`src/rtl/traffic_light_pkg.sv`:
```
// Shared state encoding and lamp patterns for the road/farm/pedestrian light controller.
// Lamp vectors are packed {G,Y,R}.
package traffic_light_pkg;

    localparam int PHASE_W = 4;

    typedef enum logic [PHASE_W-1:0] {
        S_R1G   = 4'd0,
        S_R1Y   = 4'd1,
        S_AR1   = 4'd2,
        S_R2G   = 4'd3,
        S_R2Y   = 4'd4,
        S_AR2   = 4'd5,
        S_FG    = 4'd6,
        S_FY    = 4'd7,
        S_AR3   = 4'd8,
        S_FLASH = 4'd9
    } state_t;

    localparam logic [2:0] LAMP_G   = 3'b100;
    localparam logic [2:0] LAMP_Y   = 3'b010;
    localparam logic [2:0] LAMP_R   = 3'b001;
    localparam logic [2:0] LAMP_OFF = 3'b000;

endpackage

```
`src/rtl/traffic_light_param_if.sv`:
```
// Sensor/request inputs and lamp/debug outputs of the light controller.
// master drives requests and watches lamps; slave is the controller side.
interface traffic_light_param_if;
    import traffic_light_pkg::*;

    logic               c;
    logic               ped_req;
    logic               night;
    logic [2:0]         r1_light;
    logic [2:0]         r2_light;
    logic [2:0]         f_light;
    logic               walk;
    logic [PHASE_W-1:0] phase;

    modport master (
        output c, ped_req, night,
        input  r1_light, r2_light, f_light, walk, phase
    );

    modport slave (
        input  c, ped_req, night,
        output r1_light, r2_light, f_light, walk, phase
    );

endinterface

```
`src/rtl/phase_timer.sv`:
```
// Phase cycle counter: resets/reloads to 1, otherwise counts up; compares are combinational.
// Latency: reload visible the cycle after it is requested; no backpressure.
module phase_timer #(
    parameter int CNT_W = 6
) (
    input  logic             clk,
    input  logic             rst_n,
    input  logic             reload,
    input  logic [CNT_W-1:0] term_val,
    input  logic [CNT_W-1:0] thr_val,
    output logic             at_term,
    output logic             at_thr
);

    logic [CNT_W-1:0] cnt;

    always_ff @(posedge clk) begin
        if (!rst_n) begin
            cnt <= CNT_W'(1);
        end else if (reload) begin
            cnt <= CNT_W'(1);
        end else begin
            cnt <= cnt + CNT_W'(1);
        end
    end

    assign at_term = (cnt == term_val);
    assign at_thr  = (cnt >= thr_val);

endmodule

```
`src/rtl/traffic_light_param.sv`:
```
// Two-road plus farm-road light controller with pedestrian shortening and night flash.
// Latency: Moore outputs change one cycle after the deciding edge; no backpressure.
module traffic_light_param
    import traffic_light_pkg::*;
#(
    parameter int CNT_W      = 6,
    parameter int T_MAIN_G   = 30,
    parameter int T_MIN_G    = 10,
    parameter int T_FARM_G   = 15,
    parameter int T_FARM_MIN = 5,
    parameter int T_Y        = 5,
    parameter int T_AR       = 2,
    parameter int T_BLINK    = 4
) (
    input  logic                   clk,
    input  logic                   rst_n,
    traffic_light_param_if.slave   io
);

    localparam int T_MAX = (1 << CNT_W) - 1;

    if (T_MAIN_G < 1 || T_MAIN_G > T_MAX || T_MIN_G < 1 || T_MIN_G > T_MAX ||
        T_FARM_G < 1 || T_FARM_G > T_MAX || T_FARM_MIN < 1 || T_FARM_MIN > T_MAX ||
        T_Y < 1 || T_Y > T_MAX || T_AR < 1 || T_AR > T_MAX ||
        T_BLINK < 1 || T_BLINK > T_MAX ||
        T_MIN_G > T_MAIN_G || T_FARM_MIN > T_FARM_G) begin : g_bad_timing
        $fatal(1, "traffic_light_param: illegal timing parameters");
    end

    state_t           state, state_nxt;
    logic             ped_pend, blink;
    logic             at_term, at_thr, reload;
    logic [CNT_W-1:0] term_val, thr_val;

    always_comb begin
        term_val = CNT_W'(T_AR);
        thr_val  = CNT_W'(T_MIN_G);
        case (state)
            S_R1G, S_R2G:      term_val = CNT_W'(T_MAIN_G);
            S_R1Y, S_R2Y, S_FY: term_val = CNT_W'(T_Y);
            S_FG: begin
                term_val = CNT_W'(T_FARM_G);
                thr_val  = CNT_W'(T_FARM_MIN);
            end
            S_FLASH:           term_val = CNT_W'(T_BLINK);
            default: ;
        endcase
    end

    // c and night only matter on the terminal cycle of the phase that consults them.
    always_comb begin
        state_nxt = state;
        case (state)
            S_R1G:   if (at_term || (ped_pend && at_thr)) state_nxt = S_R1Y;
            S_R1Y:   if (at_term) state_nxt = S_AR1;
            S_AR1:   if (at_term) state_nxt = io.night ? S_FLASH : (io.c ? S_FG : S_R2G);
            S_R2G:   if (at_term) state_nxt = S_R2Y;
            S_R2Y:   if (at_term) state_nxt = S_AR2;
            S_AR2:   if (at_term) state_nxt = io.night ? S_FLASH : (io.c ? S_FG : S_R1G);
            S_FG:    if (at_term || (!io.c && at_thr)) state_nxt = S_FY;
            S_FY:    if (at_term) state_nxt = S_AR3;
            S_AR3:   if (at_term) state_nxt = io.night ? S_FLASH : S_R1G;
            S_FLASH: if (at_term && !io.night) state_nxt = S_AR3;
            default: state_nxt = S_R1G;
        endcase
    end

    // FLASH restarts its count every half-period without leaving the state.
    assign reload = (state_nxt != state) || (state == S_FLASH && at_term);

    phase_timer #(.CNT_W(CNT_W)) u_timer (
        .clk      (clk),
        .rst_n    (rst_n),
        .reload   (reload),
        .term_val (term_val),
        .thr_val  (thr_val),
        .at_term  (at_term),
        .at_thr   (at_thr)
    );

    always_ff @(posedge clk) begin
        if (!rst_n) begin
            state    <= S_R1G;
            ped_pend <= 1'b0;
            blink    <= 1'b0;
        end else begin
            state <= state_nxt;
            if (state == S_R2G || state_nxt == S_R2G) begin
                ped_pend <= 1'b0;
            end else if (io.ped_req) begin
                ped_pend <= 1'b1;
            end
            if (state == S_FLASH && at_term) begin
                blink <= ~blink;
            end
        end
    end

    always_comb begin
        io.r1_light = LAMP_R;
        io.r2_light = LAMP_R;
        io.f_light  = LAMP_R;
        case (state)
            S_R1G:   io.r1_light = LAMP_G;
            S_R1Y:   io.r1_light = LAMP_Y;
            S_R2G:   io.r2_light = LAMP_G;
            S_R2Y:   io.r2_light = LAMP_Y;
            S_FG:    io.f_light  = LAMP_G;
            S_FY:    io.f_light  = LAMP_Y;
            S_FLASH: begin
                io.r1_light = {1'b0, blink, 1'b0};
                io.r2_light = {1'b0, blink, 1'b0};
                io.f_light  = {2'b00, blink};
            end
            default: ;
        endcase
    end

    assign io.walk  = (state == S_R2G);
    assign io.phase = state;

endmodule

```
`src/flat_wrapper.sv`:
```
// flat-port wrapper written by rule: the top's interface ports become plain ports
module traffic_light_param_flat import traffic_light_pkg::*;
#(
    parameter int CNT_W      = 6,
    parameter int T_MAIN_G   = 30,
    parameter int T_MIN_G    = 10,
    parameter int T_FARM_G   = 15,
    parameter int T_FARM_MIN = 5,
    parameter int T_Y        = 5,
    parameter int T_AR       = 2,
    parameter int T_BLINK    = 4
)
  (clk, rst_n, io_c, io_ped_req, io_night, io_r1_light, io_r2_light, io_f_light, io_walk, io_phase);
  traffic_light_param_if io_i ();
  input  logic clk;
  input  logic rst_n;
  input wire logic [$bits(io_i.c)-1:0] io_c;
  input wire logic [$bits(io_i.ped_req)-1:0] io_ped_req;
  input wire logic [$bits(io_i.night)-1:0] io_night;
  output wire logic [$bits(io_i.r1_light)-1:0] io_r1_light;
  output wire logic [$bits(io_i.r2_light)-1:0] io_r2_light;
  output wire logic [$bits(io_i.f_light)-1:0] io_f_light;
  output wire logic [$bits(io_i.walk)-1:0] io_walk;
  output wire logic [$bits(io_i.phase)-1:0] io_phase;
  assign io_i.c = io_c;
  assign io_i.ped_req = io_ped_req;
  assign io_i.night = io_night;
  assign io_r1_light = io_i.r1_light;
  assign io_r2_light = io_i.r2_light;
  assign io_f_light = io_i.f_light;
  assign io_walk = io_i.walk;
  assign io_phase = io_i.phase;
  traffic_light_param #(.CNT_W(CNT_W), .T_MAIN_G(T_MAIN_G), .T_MIN_G(T_MIN_G), .T_FARM_G(T_FARM_G), .T_FARM_MIN(T_FARM_MIN), .T_Y(T_Y), .T_AR(T_AR), .T_BLINK(T_BLINK)) u_core (.clk(clk), .rst_n(rst_n), .io(io_i));
endmodule
```
`config.mk`:
```
export PLATFORM = sky130hd
export DESIGN_NAME = traffic_light_param_flat
export DESIGN_NICKNAME = d
export VERILOG_FILES = /design/src/rtl/traffic_light_pkg.sv /design/src/rtl/traffic_light_param_if.sv /design/src/rtl/phase_timer.sv /design/src/rtl/traffic_light_param.sv /design/src/flat_wrapper.sv
export SDC_FILE = /design/constraint.sdc
export NUM_CORES = 1
export LEC_CHECK = 0
export ABC_AREA = 1
export CAP_MARGIN = 20
export CORE_MARGIN = 3
export CORE_UTILIZATION = 50
export CTS_BUF_LIST = sky130_fd_sc_hd__clkbuf_2 sky130_fd_sc_hd__clkbuf_4 sky130_fd_sc_hd__clkbuf_8
export DETAILED_ROUTE_END_ITERATION = 12
export PLACE_DENSITY = 0.88
export RECOVER_POWER = 25
export SYNTH_ARGS = -nofsm -noshare
export SYNTH_HDL_FRONTEND = slang
export SYNTH_SLANG_ARGS = --single-unit
```
`constraint.sdc`:
```
create_clock -name clk -period 2.9 [get_ports clk]
set_input_delay 0.58 -clock clk [delete_from_list [all_inputs] [get_ports clk]]
set_output_delay 0.58 -clock clk [all_outputs]
set_load 0.01 [all_outputs]
```
==> results of run 1 <==
[final timing paths]
path,end,from
setup / recovery,io_f_light[0],u_core.io.phase[0]
hold / removal,u_core.u_timer.cnt[0],u_core.u_timer.cnt[0]
setup reg to reg,u_core.u_timer.cnt[5],u_core.io.phase[3]
hold reg to reg,u_core.u_timer.cnt[0],u_core.u_timer.cnt[0]
[state kept, by name, summed over array words and instances, names as in the netlist]
| register | count |
|---|---|
| u_core.blink | 1 |
| u_core.io.phase | 4 |
| u_core.ped_pend | 1 |
| u_core.u_timer.cnt | 6 |
[metal layers]
metal  GRT usage  up-vias  share of wire
met2       0.360       73           0.43
met4       0.123        0          0.032
met3      0.0310       18           0.11
met1       0.296      528           0.42
li1            -      639              -
met5           0        -              0
[layout make-up]
cell class	count	area, um2
clock buffers	3	22.5
flip-flops and latches	12	240
fillers	191	687
multi-input cells	148	746
well taps	27	33.8
inverters	30	113
repair buffers	18	180
[placed cells by master, fill, tap and decap left out, drive strengths merged, types with 5 or more instances in the layout]
master	count
ha	5
dfxtp	12
nor3	5
nand2	62
inv	30
o21ai	6
nor2	30
clkdlybuf4s50	14
a21oi	7
nand3	25
[power by group]
| part | leakage (nW) | internal (mW) | switching (mW) | total (mW) |
|---|---|---|---|---|
| combinational | 0.588 | 0.0260 | 0.0348 | 0.0609 |
| sequential | 0.0978 | 0.173 | 0.0110 | 0.184 |
| clock | 0.0138 | 0.0480 | 0.0473 | 0.0953 |
| total | 0.700 | 0.247 | 0.0932 | 0.340 |
[logic make-up (layout without fill, tap and decap cells)]
kind of cell / after synthesis / in the layout / share of synthesized area
DFF: 12 / 12 / 0.217
AOI/OAI and AO/OA: 14 / 14 / 0.0690
xor gates and xnor gates: 4 / 4 / 0.0317
adders and majority gates: 5 / 5 / 0.0566
and+or+nand+nor: 125 / 125 / 0.517
buffers and inverters: 31 / 51 / 0.109
[metrics by stage]
stage	worst slack [ns]	util	instance area (um2)	total power, mW	instances
after floorplan	0.581	-	1110	0.229	191
after global placement	0.413	0.649	1310	0.245	235
after detailed placement	0.284	0.649	1310	0.248	235
after CTS	0.254	0.660	1340	0.344	238
after global routing	0.0914	0.660	1340	0.360	238
final	0.234	0.660	1340	0.340	238
==> run_results.csv, run 1 <==
group,metric,value,unit
die,pin_count,19,
yosys,syn_avg_cell_area,5.79,um2
yosys,yosys_warnings,0,
timing,hold_ws,0.465,ns
yosys,synth_common_cells,"53 x nand2_1, 29 x inv_1, 24 x nand3_1",
cts,root_buffer,"clkbuf_4",
cts,cts_tree,"built",
global_routing,gr-usage-all-layers,0.228,
cts,cts_hold_buf,0,
critical_path,cp_top_family,"buffers and inverters",
global_routing,grt_pass1_vias,1126,
timing,drv_slew,0,
die,dieArea,0.00281,mm2
pwr,max-vdd-ir-drop,0.290,mV
yosys,synth_seq_area_share,0.217,
pwr,power_density,255,mW/mm2
die,die_height,53.0,um
die,rows,16,
yosys,synth_edf_count,0,
yosys,synth_flop_cell,"dfxtp_1",
yosys,synth_seq_cells,12,
yosys,syn_inst,191,
critical_path,slowest_delay,0.57,ns
cts,cts_buffers,3,
timing,fmax,375,MHz
critical_path,crit_required,2.32,ns
critical_path,critical_path_class,"reg2out",
timing,finClkSkew,0.000556,ns
timing,period_minus_slack,2.67,ns
timing,rsz0062_at_grt,"no",
global_routing,grt_pass1_wl,4770,um
pwr,p_leak,0.700,nW
min_path,whs_path_depth,1,
routing,drtIter0Drc,96,
critical_path,slowest_stage,"clkdlybuf4s50_1",
timing,setup_violations,0,
die,initial_core_util,0.547,
critical_path,cp.depth,7,
die,core-area,0.00202,mm2
place,portBuffers,18,
routing,wl,2850,um
cts,htree_num_levels,1,
critical_path,reg2reg_depth,16,
routing,drc_errors,0,
final_layout,layout-drive-gt1-share,0.114,
yosys,synth_top_area_share,0.217,
routing,antenna_left,0,
timing,slew_headroom,0.656,
yosys,synth_most_common_cell,"nand2_1",
critical_path,crit_chain,"inv_1, nor2_1, nand3_1, inv_1, nand2_1, o21ai_0, clkdlybuf4s50_1",
cts,clock_sinks,12,
routing,num_vias,1258,
final_layout,fin_nets,223,
timing,min_period_over_period,0.919,
critical_path,crit_path_start_kind,"flop",
cts,path_clk_slew,0.06,ns
routing,routedWlPerCell,12.0,um
routing,dr.pass1.iters,5,
min_path,min_path_type,"reg2reg",
final_layout,syn_to_final_growth,20.7,%
global_routing,grt_max_degree,11,
routing,via_per_inst,5.29,
global_routing,overflow,0,
critical_path,r2r_slack,0.29,ns
yosys,synth_nets,201,
die,die_x,53.0,um
timing,finalSetupTns,0,ns
yosys,synth_top_area_cell,"dfxtp_1",
critical_path,critPathBufInv,3,
cts,cts_setup_buffers,0,
place,dp_hpwl,2340,um
yosys,yosysUniqueCellTypes,23,
place,gp_congestion,0.977,
status,outcome,"completed",
cts,clock_path_buffers,2,
critical_path,crit_fanout,7,
critical_path,cp-end-kind,"output pin",
critical_path,cp_common_cell,"inv_1",
yosys,synthArstFlopShare,0,
final_layout,insertedDiodeCount,0,
critical_path,arrival,2.09,ns
timing,finalHoldViolCount,0,
timing,worst_pin_slew,0.512,ns
run,maxCapViolCount,0,
cts,cts_resized,0,
global_routing,antenna_found_initial,0,
yosys,syn_area,0.00111,mm2
cts,clk_latency,0.27,ns
yosys,yosys-top-cells-area,"dfxtp_1 22%, nand2_1 18%, nand3_1 11%",
Power figures use the tool's default switching activity.
==> run 2, diff against run 1 <==
CAP_MARGIN = default   (was 20)
==> results of run 2 <==
Same layout as run 1: the final DEF is identical, and so are final timing and power.
